**src/rtl/cap_pkg.sv**
```systemverilog
// Shared types and helpers for the camera capture front end.
package cap_pkg;

    // Capture sequencer states.
    typedef enum logic [1:0] {
        ST_IDLE = 2'd0,
        ST_ARM  = 2'd1,
        ST_CAP  = 2'd2,
        ST_DONE = 2'd3
    } cap_state_e;

    // Geometry held in the config registers until the first capture loads real values.
    localparam int DEF_SCALE  = 1;
    localparam int DEF_ROI_X0 = 0;
    localparam int DEF_ROI_Y0 = 0;
    localparam int DEF_ROI_W  = 640;
    localparam int DEF_ROI_H  = 480;

    // A decimation factor of 0 means "no decimation", the same as 1.
    function automatic logic [2:0] norm_scale(input logic [2:0] s);
        return (s == 3'd0) ? 3'd1 : s;
    endfunction

endpackage

```
**src/rtl/cap_decim_cnt.sv**
```systemverilog
// Decimation phase counter plus decimated coordinate counter for one axis.
// phase cycles 0..scale-1 on each advance; coord steps when phase wraps.
// clr has priority over adv and returns both to zero.
module cap_decim_cnt
    import cap_pkg::*;
#(
    parameter int CW = 11
) (
    input  logic          clk,
    input  logic          rstn,
    input  logic          clr,
    input  logic          adv,
    input  logic [2:0]    scale,
    output logic [2:0]    phase,
    output logic [CW-1:0] coord
);

    // Phase/coordinate update; the >= guards against a phase left above a newly smaller scale.
    always_ff @(posedge clk or negedge rstn) begin
        if (!rstn) begin
            phase <= 3'd0;
            coord <= '0;
        end else if (clr) begin
            phase <= 3'd0;
            coord <= '0;
        end else if (adv) begin
            if (phase >= scale - 3'd1) begin
                phase <= 3'd0;
                coord <= coord + CW'(1);
            end else begin
                phase <= phase + 3'd1;
            end
        end
    end

endmodule

```
**src/rtl/cam_capture_roi.sv**
```systemverilog
// DVP luma capture: 2-stage input pipe, decimation, ROI crop and ping-pong
// frame-buffer writes through an active-low-enable SRAM port.
// Write port contract: a word is written in every cycle where cenb_frame_buf
// is low, with ab_frame_buf/db_frame_buf valid in that same cycle; there is no
// back-pressure, the frame store must accept one word per clock.
module cam_capture_roi
    import cap_pkg::*;
#(
    parameter int DW         = 8,
    parameter int W_PW       = 10,
    parameter int W_PH       = 9,
    parameter int LINE_PITCH = 512,
    parameter int BUF_WORDS  = 131072,
    parameter int AW         = 18
) (
    input  logic          clk,
    input  logic          rstn,
    input  logic [2:0]    cam_scale,
    input  logic [W_PW:0] roi_x0,
    input  logic [W_PW:0] roi_w,
    input  logic [W_PH:0] roi_y0,
    input  logic [W_PH:0] roi_h,
    input  logic          cont_mode,
    input  logic          capture_go,
    input  logic          buf_release,
    input  logic          cam_vsync_i,
    input  logic          cam_href_i,
    input  logic [DW-1:0] cam_data_i,
    output logic          capture_ready,
    output logic          ready_idx,
    output logic          busy,
    output logic          frame_drop,
    output logic [AW-1:0] ab_frame_buf,
    output logic          cenb_frame_buf,
    output logic [DW-1:0] db_frame_buf,
    output logic [1:0]    dbg_state
);

    localparam int XW = W_PW + 1;
    localparam int YW = W_PH + 1;

    logic          vs1, vs2, hr1, hr2;
    logic [DW-1:0] d1, d2;
    logic          vsync_fall, vsync_rise, href_e1, href_e2, href_fall;

    cap_state_e    state, state_n;
    logic          cfg_load;
    logic          wr_idx;
    logic [1:0]    held, held_n, rel_mask, set_mask;
    logic          buf_free;

    logic [2:0]    cfg_scale;
    logic [XW-1:0] cfg_x0, cfg_w;
    logic [YW-1:0] cfg_y0, cfg_h;

    logic [2:0]    h_phase, v_phase;
    logic [XW-1:0] x, dx;
    logic [YW-1:0] y, dy;
    logic          in_x, in_y, pitch_ok, kept, wr;
    logic [AW-1:0] addr;

    // Input register pipe; stage 2 is the pixel being processed this cycle.
    always_ff @(posedge clk or negedge rstn) begin
        if (!rstn) begin
            vs1 <= 1'b0; vs2 <= 1'b0;
            hr1 <= 1'b0; hr2 <= 1'b0;
            d1  <= '0;   d2  <= '0;
        end else begin
            vs1 <= cam_vsync_i; vs2 <= vs1;
            hr1 <= cam_href_i;  hr2 <= hr1;
            d1  <= cam_data_i;  d2  <= d1;
        end
    end

    // Frame edges come from stage 1 vs stage 2; href during vsync blanking is masked out.
    assign vsync_fall = vs2 & ~vs1;
    assign vsync_rise = ~vs2 & vs1;
    assign href_e1    = hr1 & ~vs1;
    assign href_e2    = hr2 & ~vs2;
    assign href_fall  = href_e2 & ~href_e1;

    // Horizontal: runs while the line is valid, cleared between lines.
    cap_decim_cnt #(.CW(XW)) u_h_cnt (
        .clk(clk), .rstn(rstn), .clr(~href_e2), .adv(href_e2),
        .scale(cfg_scale), .phase(h_phase), .coord(x)
    );

    // Vertical: steps once per line end, cleared at frame end.
    cap_decim_cnt #(.CW(YW)) u_v_cnt (
        .clk(clk), .rstn(rstn), .clr(vsync_rise), .adv(href_fall),
        .scale(cfg_scale), .phase(v_phase), .coord(y)
    );

    assign buf_free = ~held[wr_idx];

    // Sequencer state register.
    always_ff @(posedge clk or negedge rstn) begin
        if (!rstn) state <= ST_IDLE;
        else       state <= state_n;
    end

    // Sequencer next state and pulse outputs.
    always_comb begin
        state_n       = state;
        cfg_load      = 1'b0;
        frame_drop    = 1'b0;
        capture_ready = 1'b0;
        case (state)
            ST_IDLE: if (capture_go) state_n = ST_ARM;
            ST_ARM: begin
                if (vsync_fall) begin
                    if (buf_free) begin
                        state_n  = ST_CAP;
                        cfg_load = 1'b1;
                    end else begin
                        frame_drop = 1'b1;
                    end
                end
            end
            ST_CAP:  if (vsync_rise) state_n = ST_DONE;
            ST_DONE: begin
                capture_ready = 1'b1;
                state_n       = cont_mode ? ST_ARM : ST_IDLE;
            end
            default: state_n = ST_IDLE;
        endcase
    end

    assign busy      = (state != ST_IDLE);
    assign dbg_state = state;

    // Buffer hold tracking: a release frees the oldest held buffer as it was
    // before this cycle, so a coincident completion is never freed by it.
    always_comb begin
        rel_mask = 2'b00;
        if (buf_release) begin
            case (held)
                2'b01:   rel_mask = 2'b01;
                2'b10:   rel_mask = 2'b10;
                2'b11:   rel_mask = 2'b01 << wr_idx;
                default: rel_mask = 2'b00;
            endcase
        end
        set_mask = (state == ST_DONE) ? (2'b01 << wr_idx) : 2'b00;
        held_n   = (held & ~rel_mask) | set_mask;
    end

    // Buffer bookkeeping: hold set, write-buffer toggle, ready index.
    always_ff @(posedge clk or negedge rstn) begin
        if (!rstn) begin
            held      <= 2'b00;
            wr_idx    <= 1'b0;
            ready_idx <= 1'b0;
        end else begin
            held <= held_n;
            if (state == ST_DONE) wr_idx <= ~wr_idx;
            if (state == ST_CAP && vsync_rise) ready_idx <= wr_idx;
        end
    end

    // Geometry snapshot taken when a frame is accepted.
    always_ff @(posedge clk or negedge rstn) begin
        if (!rstn) begin
            cfg_scale <= 3'(DEF_SCALE);
            cfg_x0    <= XW'(DEF_ROI_X0);
            cfg_w     <= XW'(DEF_ROI_W);
            cfg_y0    <= YW'(DEF_ROI_Y0);
            cfg_h     <= YW'(DEF_ROI_H);
        end else if (cfg_load) begin
            cfg_scale <= norm_scale(cam_scale);
            cfg_x0    <= roi_x0;
            cfg_w     <= roi_w;
            cfg_y0    <= roi_y0;
            cfg_h     <= roi_h;
        end
    end

    // Crop window test; sums are one bit wider so x0+w cannot wrap.
    always_comb begin
        in_x     = ({1'b0, x} >= {1'b0, cfg_x0}) &&
                   ({1'b0, x} <  ({1'b0, cfg_x0} + {1'b0, cfg_w}));
        in_y     = ({1'b0, y} >= {1'b0, cfg_y0}) &&
                   ({1'b0, y} <  ({1'b0, cfg_y0} + {1'b0, cfg_h}));
        dx       = x - cfg_x0;
        dy       = y - cfg_y0;
        pitch_ok = 32'(dx) < 32'(LINE_PITCH);
        kept     = (h_phase == 3'd0) && (v_phase == 3'd0);
        wr       = (state == ST_CAP) && href_e2 && kept && in_x && in_y && pitch_ok;
        addr     = (wr_idx ? AW'(BUF_WORDS) : AW'(0)) +
                   AW'(dy) * AW'(LINE_PITCH) + AW'(dx);
    end

    // Write port register: third clock after the sample entered the pipe.
    always_ff @(posedge clk or negedge rstn) begin
        if (!rstn) begin
            cenb_frame_buf <= 1'b1;
            ab_frame_buf   <= '0;
            db_frame_buf   <= '0;
        end else begin
            cenb_frame_buf <= ~wr;
            if (wr) begin
                ab_frame_buf <= addr;
                db_frame_buf <= d2;
            end
        end
    end

endmodule
```
**config.mk**
```make
export PLATFORM = sky130hd
export DESIGN_NAME = cam_capture_roi
export DESIGN_NICKNAME = d
export VERILOG_FILES = /design/src/rtl/cap_pkg.sv /design/src/rtl/cap_decim_cnt.sv /design/src/rtl/cam_capture_roi.sv
export SDC_FILE = /design/constraint.sdc
export NUM_CORES = 1
export LEC_CHECK = 0
export ABC_CLOCK_PERIOD_IN_PS = 9000
export BUFFER_PORTS_ARGS = -buffer_cell sky130_fd_sc_hd__buf_2
export CORE_AREA = 2 2 85 149
export DETAILED_ROUTE_END_ITERATION = 10
export DIE_AREA = 0 0 87 151
export GPL_TIMING_DRIVEN = 0
export PLACE_DENSITY = 0.86
export RECOVER_POWER = 25
export SKIP_LAST_GASP = 1
export SLEW_MARGIN = 25
export SYNTH_ARGS = -nofsm -noshare
export SYNTH_HDL_FRONTEND = slang
export SYNTH_SLANG_ARGS = --single-unit
```
**constraint.sdc**
```tcl
create_clock -name clk -period 9 [get_ports clk]
set_clock_uncertainty 0.2 [all_clocks]
set_input_delay 1.8 -clock clk [delete_from_list [all_inputs] [get_ports clk]]
set_output_delay 1.8 -clock clk [all_outputs]
set_load 0.01 [all_outputs]
```
* After elaboration in Yosys (flattened, before gate mapping)
Index checks and enable logic that the tools add are counted.
Widths: inputs -> output; s select.
** Storage, ports and cells
- Register bits after elaboration :: 125
- Logic and storage cells :: 114
- Bits of input ports :: 60
- Output and inout bits :: 33
** Cells by class
- Reductions and logical operators :: 18
- Bitwise operators :: 13
- $add $sub $neg :: 11
- Equal/unequal tests :: 11
- Magnitude comparators :: 8
- Muxes and demuxes :: 30
- Shift-type cells :: 1
** Operators by type and width (count)
- $mux 10 :: 3
- $mux 11 :: 2
- $add 18x11->18 :: 1
- $add 18x18->18 :: 1
- $mux 18 :: 1
- $mux 3 :: 6
- $add 11x11->12 :: 1
- $lt 11x12->1 :: 1
- $mux 2 :: 6
- $add 10x10->11 :: 1
- $add 11x1->11 const B :: 1
- $ge 11x11->1 :: 1
- $lt 10x11->1 :: 1
- $lt 11x10->1 const B :: 1
- $sub 11x11->11 :: 1
- $add 10x1->10 const B :: 1
- $ge 10x10->1 :: 1
- $mux 1 :: 10
- $logic_and 1x1->1 :: 9
- $logic_not 3->1 :: 3
- $sub 9x9->9 :: 1
- $eq 2x2->1 const B :: 4
- $ne 2x2->1 const B :: 4
- $pmux 2 s4 :: 1
- other kinds (17) :: 30

* Depth between registers and ports, before layout
Gate-level depths: netlist of run 1.
- Word-level depth :: 8
- Gate-level depth with buffers :: 17
- Mapped depth without buffers :: 16

* Hierarchy
From an unflattened synthesis of run 1, not the netlist that was laid out.
** Unflattened totals
- Cell total of the unflattened synthesis :: 753
- Area total of the unflattened synthesis :: 7780.0 um^2
** By module, submodules not included
- cam_capture_roi :: seq. area each 2462.4 um^2, area an instance 6162.2 um^2, cells each 582, times used 1
- cap_decim_cnt (u_h_cnt) :: seq. area each 350.3 um^2, area an instance 839.6 um^2, cells each 89, times used 1
- cap_decim_cnt (u_v_cnt) :: seq. area each 325.3 um^2, area an instance 778.2 um^2, cells each 82, times used 1

* Worst setup path before layout of run 1
Ideal clock, no wire load.
- Path kind :: flip-flop to flip-flop
- From :: reg cfg_y0[0]
- To :: reg ab_frame_buf[11]
- Arrival :: 3949 ps
- Setup time :: 125 ps
- Path slack :: 4727 ps
- Period minus slack after synthesis :: 4273 ps
- Data required time :: 8675 ps
- Cell stages (with the launch flop) :: 17
- Path buffers :: 1
- Cells stage by stage :: dfrtp_1 -> ha_1 -> fa_1 -> a21o_1 -> a21oi_1 -> o21bai_1 -> a21oi_1 -> xor2_1 -> ha_1 -> a21o_1 -> a21o_1 -> a2111oi_0 -> o31a_1 -> a311oi_1 -> nor4b_4 -> buf_6 -> mux2_2
** On the way
- Cells in the longest elaborated chain, start to end :: 5
- Elaborated cells on any way between the ends :: 9
- Classes of those cells :: add/sub: 4; order compare: 2; reduce/logical: 3
** RTL lines
- from (decl) :: line cam_capture_roi.sv:54 : logic [YW-1:0] cfg_y0, cfg_h;
- from (signal assigned) :: line cam_capture_roi.sv:167 : cfg_y0 <= YW'(DEF_ROI_Y0);
- from (signal assigned) :: line cam_capture_roi.sv:173 : cfg_y0 <= roi_y0;
- branches (longest 5 deep; another with $add 18x18->18)
- to (signal assigned) :: line cam_capture_roi.sv:202 : ab_frame_buf <= addr;
- to (decl) :: line cam_capture_roi.sv:33 : output logic [AW-1:0] ab_frame_buf,
Several ways; the timed one is not identified.
A chain may end at the register's enable or synchronous reset.

* Final worst setup path of run 1
- From :: reg cfg_y0[0]
- To :: reg ab_frame_buf[2]
** On the way
- Cells in the longest elaborated chain, start to end :: 5
- Elaborated cells on any way between the ends :: 6
- Classes of those cells :: add/sub: 1; order compare: 2; reduce/logical: 3
** RTL lines
- $add 10x10->11 :: line cam_capture_roi.sv:183 : ({1'b0, y} < ({1'b0, cfg_y0} + {1'b0, cfg_h}));
- $lt 10x11->1 :: line cam_capture_roi.sv:183
- $logic_and 1x1->1 * :: line cam_capture_roi.sv:182 : in_y = ({1'b0, y} >= {1'b0, cfg_y0}) &&
- $logic_and 1x1->1 * (2 in series) :: line cam_capture_roi.sv:188 : wr = (state == ST_CAP) && href_e2 && kept && in_x && in_y && pitch_ok;
Mark *: on every way between the ends. The rest lies on a longest branch, timed or not.

==> summary.txt, run 1 <==
Route
  • Per-cell routed wire length: 18.45 um
  • DR iter-0 viols: 307
  • Final ANT Viol Nets: 0
  • Detailed-route DRC error count: 0
  • Vias per cell: 5.975
  • DR pass1 iterations: 4
  • WL final: 17.97 mm
  • Via Count: 5820

Layout
  • Post-route insts no fill: 974
  • Net count, final: 970
  • Layout Area Growth over Synthesis: 17.32%
  • Post-route cell area: 8638 um2
  • Fin util: 72.77%
  • Share of layout cells above drive strength 1: 22.70%
  • Inserted Diodes: 0

Global routing
  • Initial antenna violation count: 0
  • GRT Overall Usage: 28.98%
  • Vias in the first global route: 6150
  • First-pass GRT wire length: 28.97 mm
  • Pin count of the biggest net entering global routing: 85
  • GRT overflow: 0

Worst hold path
  • Worst min path class: reg -> reg

Critical path
  • Worst path slowest cell: nor4b_4
  • Setup crit end kind: register
  • Worst path most repeated cell: a21o_1
  • Crit-path leading delay family: compound AO/OA/AOI/OAI gates
  • Crit-path cells: ha_1 > fa_1 > a21o_1 > a21oi_1 > o21bai_1 > a21oi_1 > xor2_1 > ha_1 > a21o_1 > a21o_1 > a2111oi_0 > o31a_1 > a311oi_1 > nor4b_4 > buf_6 > mux2_2
  • Critical path required time: 9.10 ns
  • Buf/Inv on CP: 1
  • Flop2flop setup slack: 3.85 ns
  • Delay of the slowest critical-path stage: 0.72 ns
  • CP Launch Type: register
  • Critical path type: reg -> reg
  • Crit-path max FO: 10
  • Worst Path Arrival: 5.25 ns

Timing
  • Tmin final: 5.154 ns
  • Fmax: 0.1940 GHz
  • Crit share post-route: 57.27%
  • RSZ-0062 raised after global routing: false
  • Fin. max-slew vios: 42
  • Final setup violation count: 0
  • Relative slew slack: -48.84%
  • Hold Fails Final Rpt: 0
  • Worst-margin pin slew: 2.233 ns
  • Setup Total Neg Slack: 0 ns

Synth
  • Xor/xnor share of the synthesized area: 6.423%
  • Sequential fraction of the synthesis area: 42.62%
  • Post-synth top area cell: dfrtp_1
  • Top cells by area, synth: dfrtp_1 (40%), ha_1 (14%), mux2_2 (7.3%)
  • Count leader, synth: dfrtp_1
  • Adder-cell share of the synthesized area: 15.12%
  • Synth Flop Type: dfrtp_1
  • Post-Synthesis Cells: 712
  • Mapped Nets: 858
  • Largest family of logic cells by synthesized area: adder cells
  • Avg Inst Size Synth: 10.34 um2
  • Post-Syn Area: 7363 um2
  • Async S/R FF share, synth: 100.0%
  • Number of synthesized register bits: 125
  • Synth Area in Compound Gates: 11.44%
  • Synth warn: 0
  • Number of flops mapped to enable cells by yosys: 0
  • Yosys top cell area share: 39.76%
  • Area share of and/or/nand/nor cells after synthesis: 12.40%
  • Post-synthesis mux area share: 8.173%
  • Synth top cells by count: dfrtp_1 (117), ha_1 (81), inv_1 (55)
  • Unique masters post-synth: 56

Clock network
  • Post-CTS Hold Fix Bufs: 0
  • Clock Pin Slew Worst Setup and Hold Paths: 0.07 ns
  • Buffer depth of the longest clock path: 2
  • Num CTS Buffers: 17
  • CTS tree: built
  • Worst-Skew Late Latency: 0.42 ns
  • Post-CTS setup buffers: 0
  • Root buffer cell: clkbuf_16
  • Num Clock Sinks: 125
  • Clock H-tree levels: 4
  • Resized cells post-CTS: 0

Place
  • Gpl congestion: 0.9424
  • Port Buffer Count: 92
  • DP Area: 8033 um2
  • Cells after DPL: 942
  • Dpl hpwl: 13.71 mm

Flow run
  • Max capacitance violation total: 1

Floorplanning
  • Num ports: 93
  • Initial Utilization: 62.03%
  • Die area: 13140 um2
  • Core area: 11870 um2
  • Die H: 151 um
  • Die X: 87 um
  • Cell Rows: 53

Status
  • Violated checks: capacitance limit, slew limit
  • Run status: finished, violations left

Power and ir drop
  • P_leak: 0.004225 uW
  • P per Cell Area: 352.4 nW/um2
  • Maximum vdd ir drop: 0.1998 mV
==> metrics by stage <==
stage | hold slack [ns] | worst slack [ns] | power, uW
global placement | 0.1320 | 4.071 | 2217
finish | 0.1489 | 3.846 | 3044
CTS | 0.1520 | 3.899 | 3043
floorplan | 0.1312 | 4.727 | 1917
global route | 0.1575 | 3.561 | 3277
detailed placement | 0.1362 | 3.926 | 2316
==> where the power goes <==
part | switching [uW] | internal [uW]
combinational | 878 | 658
clock | 306 | 402
sequential | 98.6 | 703
==> cell usage in the layout, fill, tap and decap left out, types with 3 or more instances in the layout <==
master and n:
fa_1 5, nor2b_1 7, dfstp_2 8, o31a_1 3, nor4_1 3, dfrtp_1 117, and3_1 3, inv_1 55
buf_2 91, o21ai_0 46, nand2_1 54, nand2b_1 5, nor3_1 20, mux2_2 48, inv_8 7, o21bai_1 6
clkbuf_16 17, xor2_1 20, nand4_1 9, a2111oi_0 4, o211ai_1 3, xnor2_1 34, o21a_1 3, a21o_1 14
mux2i_1 5, ha_1 81, a21oi_1 40, nor2_1 47, a211oi_1 3, nand3_1 15, or3_1 7, clkbuf_1 15
clkinv_8 3
==> final timing paths <==
kind                           start               to  cells after the start
setup / recovery           cfg_y0[0]  ab_frame_buf[2]                     16
hold reg to reg                d1[5]            d2[5]                      0
setup reg to reg           cfg_y0[0]  ab_frame_buf[2]                     16
hold / removal                 d1[5]            d2[5]                      0
min in group asynchronous       rstn     dbg_state[0]                      1
max in group asynchronous       rstn         cfg_w[9]                      2
==> flip-flops by register name, indices dropped and copies added, names as in the netlist, 3 cells and up <==
register	flops
db_frame_buf	8
cfg_scale	3
cfg_h	10
u_h_cnt.phase	3
cfg_x0	11
u_h_cnt.coord	11
d2	8
cfg_y0	10
u_v_cnt.phase	3
cfg_w	11
ab_frame_buf	18
u_v_cnt.coord	10
d1	8
==> cell type report <==
cell class	instances	area, um2
multi-input cells	516	3944
fillers	829	3232
flip-flops and latches	125	3138
repair buffers	93	486.7
clock buffers	17	425.4
inverters	55	206.4
clock inverters	15	191.4
well taps	137	171.4
plain buffers	16	75.07
==> worst register-to-register path, stage by stage, from the launching register on <==
cell and delay (ns):
dfrtp_1 0.42, ha_1 0.25, fa_1 0.43, a21o_1 0.19, a21oi_1 0.29, o21bai_1 0.12, a21oi_1 0.22, xor2_1 0.20
ha_1 0.28, a21o_1 0.18, a21o_1 0.16, a2111oi_0 0.46, o31a_1 0.23, a311oi_1 0.09, nor4b_4 0.72, buf_6 0.25
mux2_2 0.35
==> cells by family after synthesis <==
family | count (synthesis)
mux | 54
compound gates | 137
simple gates | 185
fa+ha+maj | 86
flops | 125
buf+inv | 71
xor+xnor | 54
==> layer usage <==
layer | global-route usage (%) | share of wire (%)
met5 | 0 | 0
met4 | 19.53 | 6.0
met3 | 5.123 | 3.8
met2 | 52.37 | 55
met1 | 29.57 | 35
Power figures use the tool's default switching activity.
==> inputs of run 2 (changes only) <==
- ABC_CLOCK_PERIOD_IN_PS: 9000 -> 4560
- CORE_AREA: 2 2 85 149 -> 2 2 93 161
- DIE_AREA: 0 0 87 151 -> 0 0 95 163
- PLACE_DENSITY: 0.86 -> 0.77
- clock period: 9 -> 4.56 ns (I/O delays scaled with it)
==> summary.txt, run 2 (synthesized netlist as in run 1, its figures left out) <==
Clock network
  • CTS tree: built
  • Root buffer cell: clkbuf_16
  • Buffer depth of the longest clock path: 2 (unchanged)
  • Worst-Skew Late Latency: 0.41 ns (about the same)
  • Num Clock Sinks: 125 (unchanged)
  • Clock Pin Slew Worst Setup and Hold Paths: 0.07 ns (about the same)
  • Clock H-tree levels: 4 (unchanged)
  • Num CTS Buffers: 17 (unchanged)

Place
  • Dpl hpwl: 13.21 mm (-3.7%)
  • Port Buffer Count: 92 (unchanged)
  • Pre-CTS setup slack: -0.4007 ns (-4.327 ns)
  • Gpl congestion: 0.8934 (-5.2%)
  • DP Area: 8087 um2 (+0.67%)

Timing
  • Crit share post-route: 95.88% (+39 points)
  • Fin. max-slew vios: 47 (+12%)
  • Relative slew slack: -60.38% (-12 points)
  • Worst-margin pin slew: 2.406 ns (+0.1731 ns)
  • Fmax: 0.2287 GHz (+18%)
  • Tmin final: 4.372 ns (-0.7822 ns)
  • Final setup violation count: 0 (unchanged)
  • Hold Fails Final Rpt: 0 (unchanged)
  • Final WS setup: 0.1881 ns (-3.658 ns)

Flow run
  • Max capacitance violation total: 1 (unchanged)

Critical path
  • Crit-path leading delay family: compound AO/OA/AOI/OAI gates
  • Critical path type: reg -> reg
  • Worst Path Arrival: 4.47 ns (-0.78 ns)
  • WP depth: 17 (+1)
  • Worst path most repeated cell: a21o_1
  • CP Launch Type: register
  • Worst path slowest cell: dfrtp_1
  • Crit-path cells: ha_1 > fa_2 > a21o_1 > a21oi_2 > o21bai_1 > a21oi_1 > xor2_1 > ha_1 > a21o_1 > a21o_1 > a2111oi_4 > o31a_1 > a311oi_2 > nor4b_4 > buf_6 > buf_8 > mux2_2
  • Critical path required time: 4.66 ns (-4.44 ns)
  • Setup crit end kind: register
  • Crit-path max FO: 10 (unchanged)
  • Delay of the slowest critical-path stage: 0.40 ns (-0.32 ns)
  • Buf/Inv on CP: 2 (+1)
  • R2R depth: 17 (+1)

Layout
  • Area of the multi-input gates: 4006 um2 (+1.6%)
  • Net count, final: 974 (+0.41%)
  • Register area: 3138 um2 (unchanged)
  • Biggest register: ab_frame_buf
  • Fin util: 61.25% (-12 points)
  • Commonest non-fill, non-tap cell in the layout: dfrtp_1
  • Max reg flops: 18 (unchanged)
  • Post-route cell area: 8756 um2 (+1.4%)
  • Layout Area Growth over Synthesis: 18.91%
  • Most frequent cells in the layout: dfrtp_1 (117), buf_2 (91), ha_1 (81)
  • Inserted Diodes: 0 (unchanged)
  • # fillers: 1168 (+41%)
  • Share of layout cells above drive strength 1: 23.90% (+1.2 points)

Worst hold path
  • Worst min path class: reg -> reg
  • Hold Path Cell Cnt: 0 (unchanged)

Route
  • DR pass1 iterations: 4 (unchanged)
  • Per-cell routed wire length: 17.11 um (-7.3%)
  • Via Count: 5766 (-0.93%)
  • WL final: 17.47 mm (-2.8%)
  • DR iter-0 viols: 180 (-41%)
  • Detailed-route DRC error count: 0 (unchanged)
  • Vias per cell: 5.647 (-5.5%)
  • Final ANT Viol Nets: 0 (unchanged)

Power and ir drop
  • P_leak: 0.004249 uW (+0.59%)
  • P per Cell Area: 686.9 nW/um2 (+95%)
  • Maximum vdd ir drop: 0.3549 mV (+78%)

Global routing
  • Vias in the first global route: 6099 (-0.83%)
  • GRT Overall Usage: 23.74% (-5.2 points)
  • GRT overflow: 0 (unchanged)
  • Initial antenna violation count: 0 (unchanged)
  • Pin count of the biggest net entering global routing: 81 (-4.7%)
  • First-pass GRT wire length: 28.20 mm (-2.7%)

Floorplanning
  • Cell Rows: 58 (+9.4%)
  • Num ports: 93 (unchanged)
  • Die X: 95 um (+9.2%)
  • Die area: 15490 um2 (+18%)
  • Core area: 14300 um2 (+20%)
  • Die H: 163 um (+7.9%)
  • Initial Utilization: 51.51% (-11 points)

Status
  • Run status: finished, violations left
  • Violated checks: capacitance limit, slew limit
run 2: final cells by class:
class                   count  area share, %
plain buffers              16         0.9431
clock inverters            15          1.915
multi-input cells         516          45.76
clock buffers              17          4.859
repair buffers             97          5.759
well taps                 180          2.572
inverters                  55          2.358
flip-flops and latches    125          35.84
run 2: power by group:
part           internal, uW  switching (uW)  total, uW
registers              1390             186       1570
logic                  1330            1750       3070
clock network           784             586       1370
run 2: worst register-to-register path, cell delays in order (launching register included):
cell and delay, ns:
dfrtp_1 0.40, ha_1 0.24, fa_2 0.36, a21o_1 0.18
a21oi_2 0.21, o21bai_1 0.09, a21oi_1 0.18, xor2_1 0.20
ha_1 0.27, a21o_1 0.18, a21o_1 0.20, a2111oi_4 0.33
o31a_1 0.22, a311oi_2 0.08, nor4b_4 0.26, buf_6 0.18
buf_8 0.15, mux2_2 0.34
run 2: path summary, 6_finish.rpt:
kind / start / to / slack, ns
max: cfg_y0[0] / ab_frame_buf[2] / 0.19
max in group asynchronous: rstn / u_h_cnt.coord[0] / 0.86
min reg2reg: d1[3] / d2[3] / 0.15
max reg2reg: cfg_y0[0] / ab_frame_buf[2] / 0.19
min in group asynchronous: rstn / u_v_cnt.coord[4] / 1.03
min: d1[3] / d2[3] / 0.15
run 2: layer usage:
| layer | vias to the layer above | global-route usage, % | share of wire [%] |
|---|---|---|---|
| li1 | 2746 | - | - |
| met1 | 2796 | 24.37 | 37 |
| met2 | 160 | 43.46 | 54 |
| met3 | 64 | 4.211 | 3.5 |
| met4 | 0 | 14.43 | 5.5 |
| met5 | - | 0 | 0 |
run 2: metrics by stage:
stage	hold slack [ns]	power [uW]	TNS, ns	std cells
2_1_floorplan	0.1312	3783	0	712
3_3_place_gp	0.1329	4427	-7.647	984
3_5_place_dp	0.1364	4524	-8.383	985
4_1_cts	0.1515	5960	0	1019
5_1_grt	0.1545	6504	-0.01308	1021
6_report	0.1485	6014	0	1021
run 2: repair_timing:
| action | CTS | global route |
|---|---|---|
| resized for setup | 2 | 15 |
| pin swaps | 1 | 6 |
| buffers inserted | 2 | 2 |
| endpoints found under the setup margin | 26 | 26 |
| hold buffers | 0 | 0 |
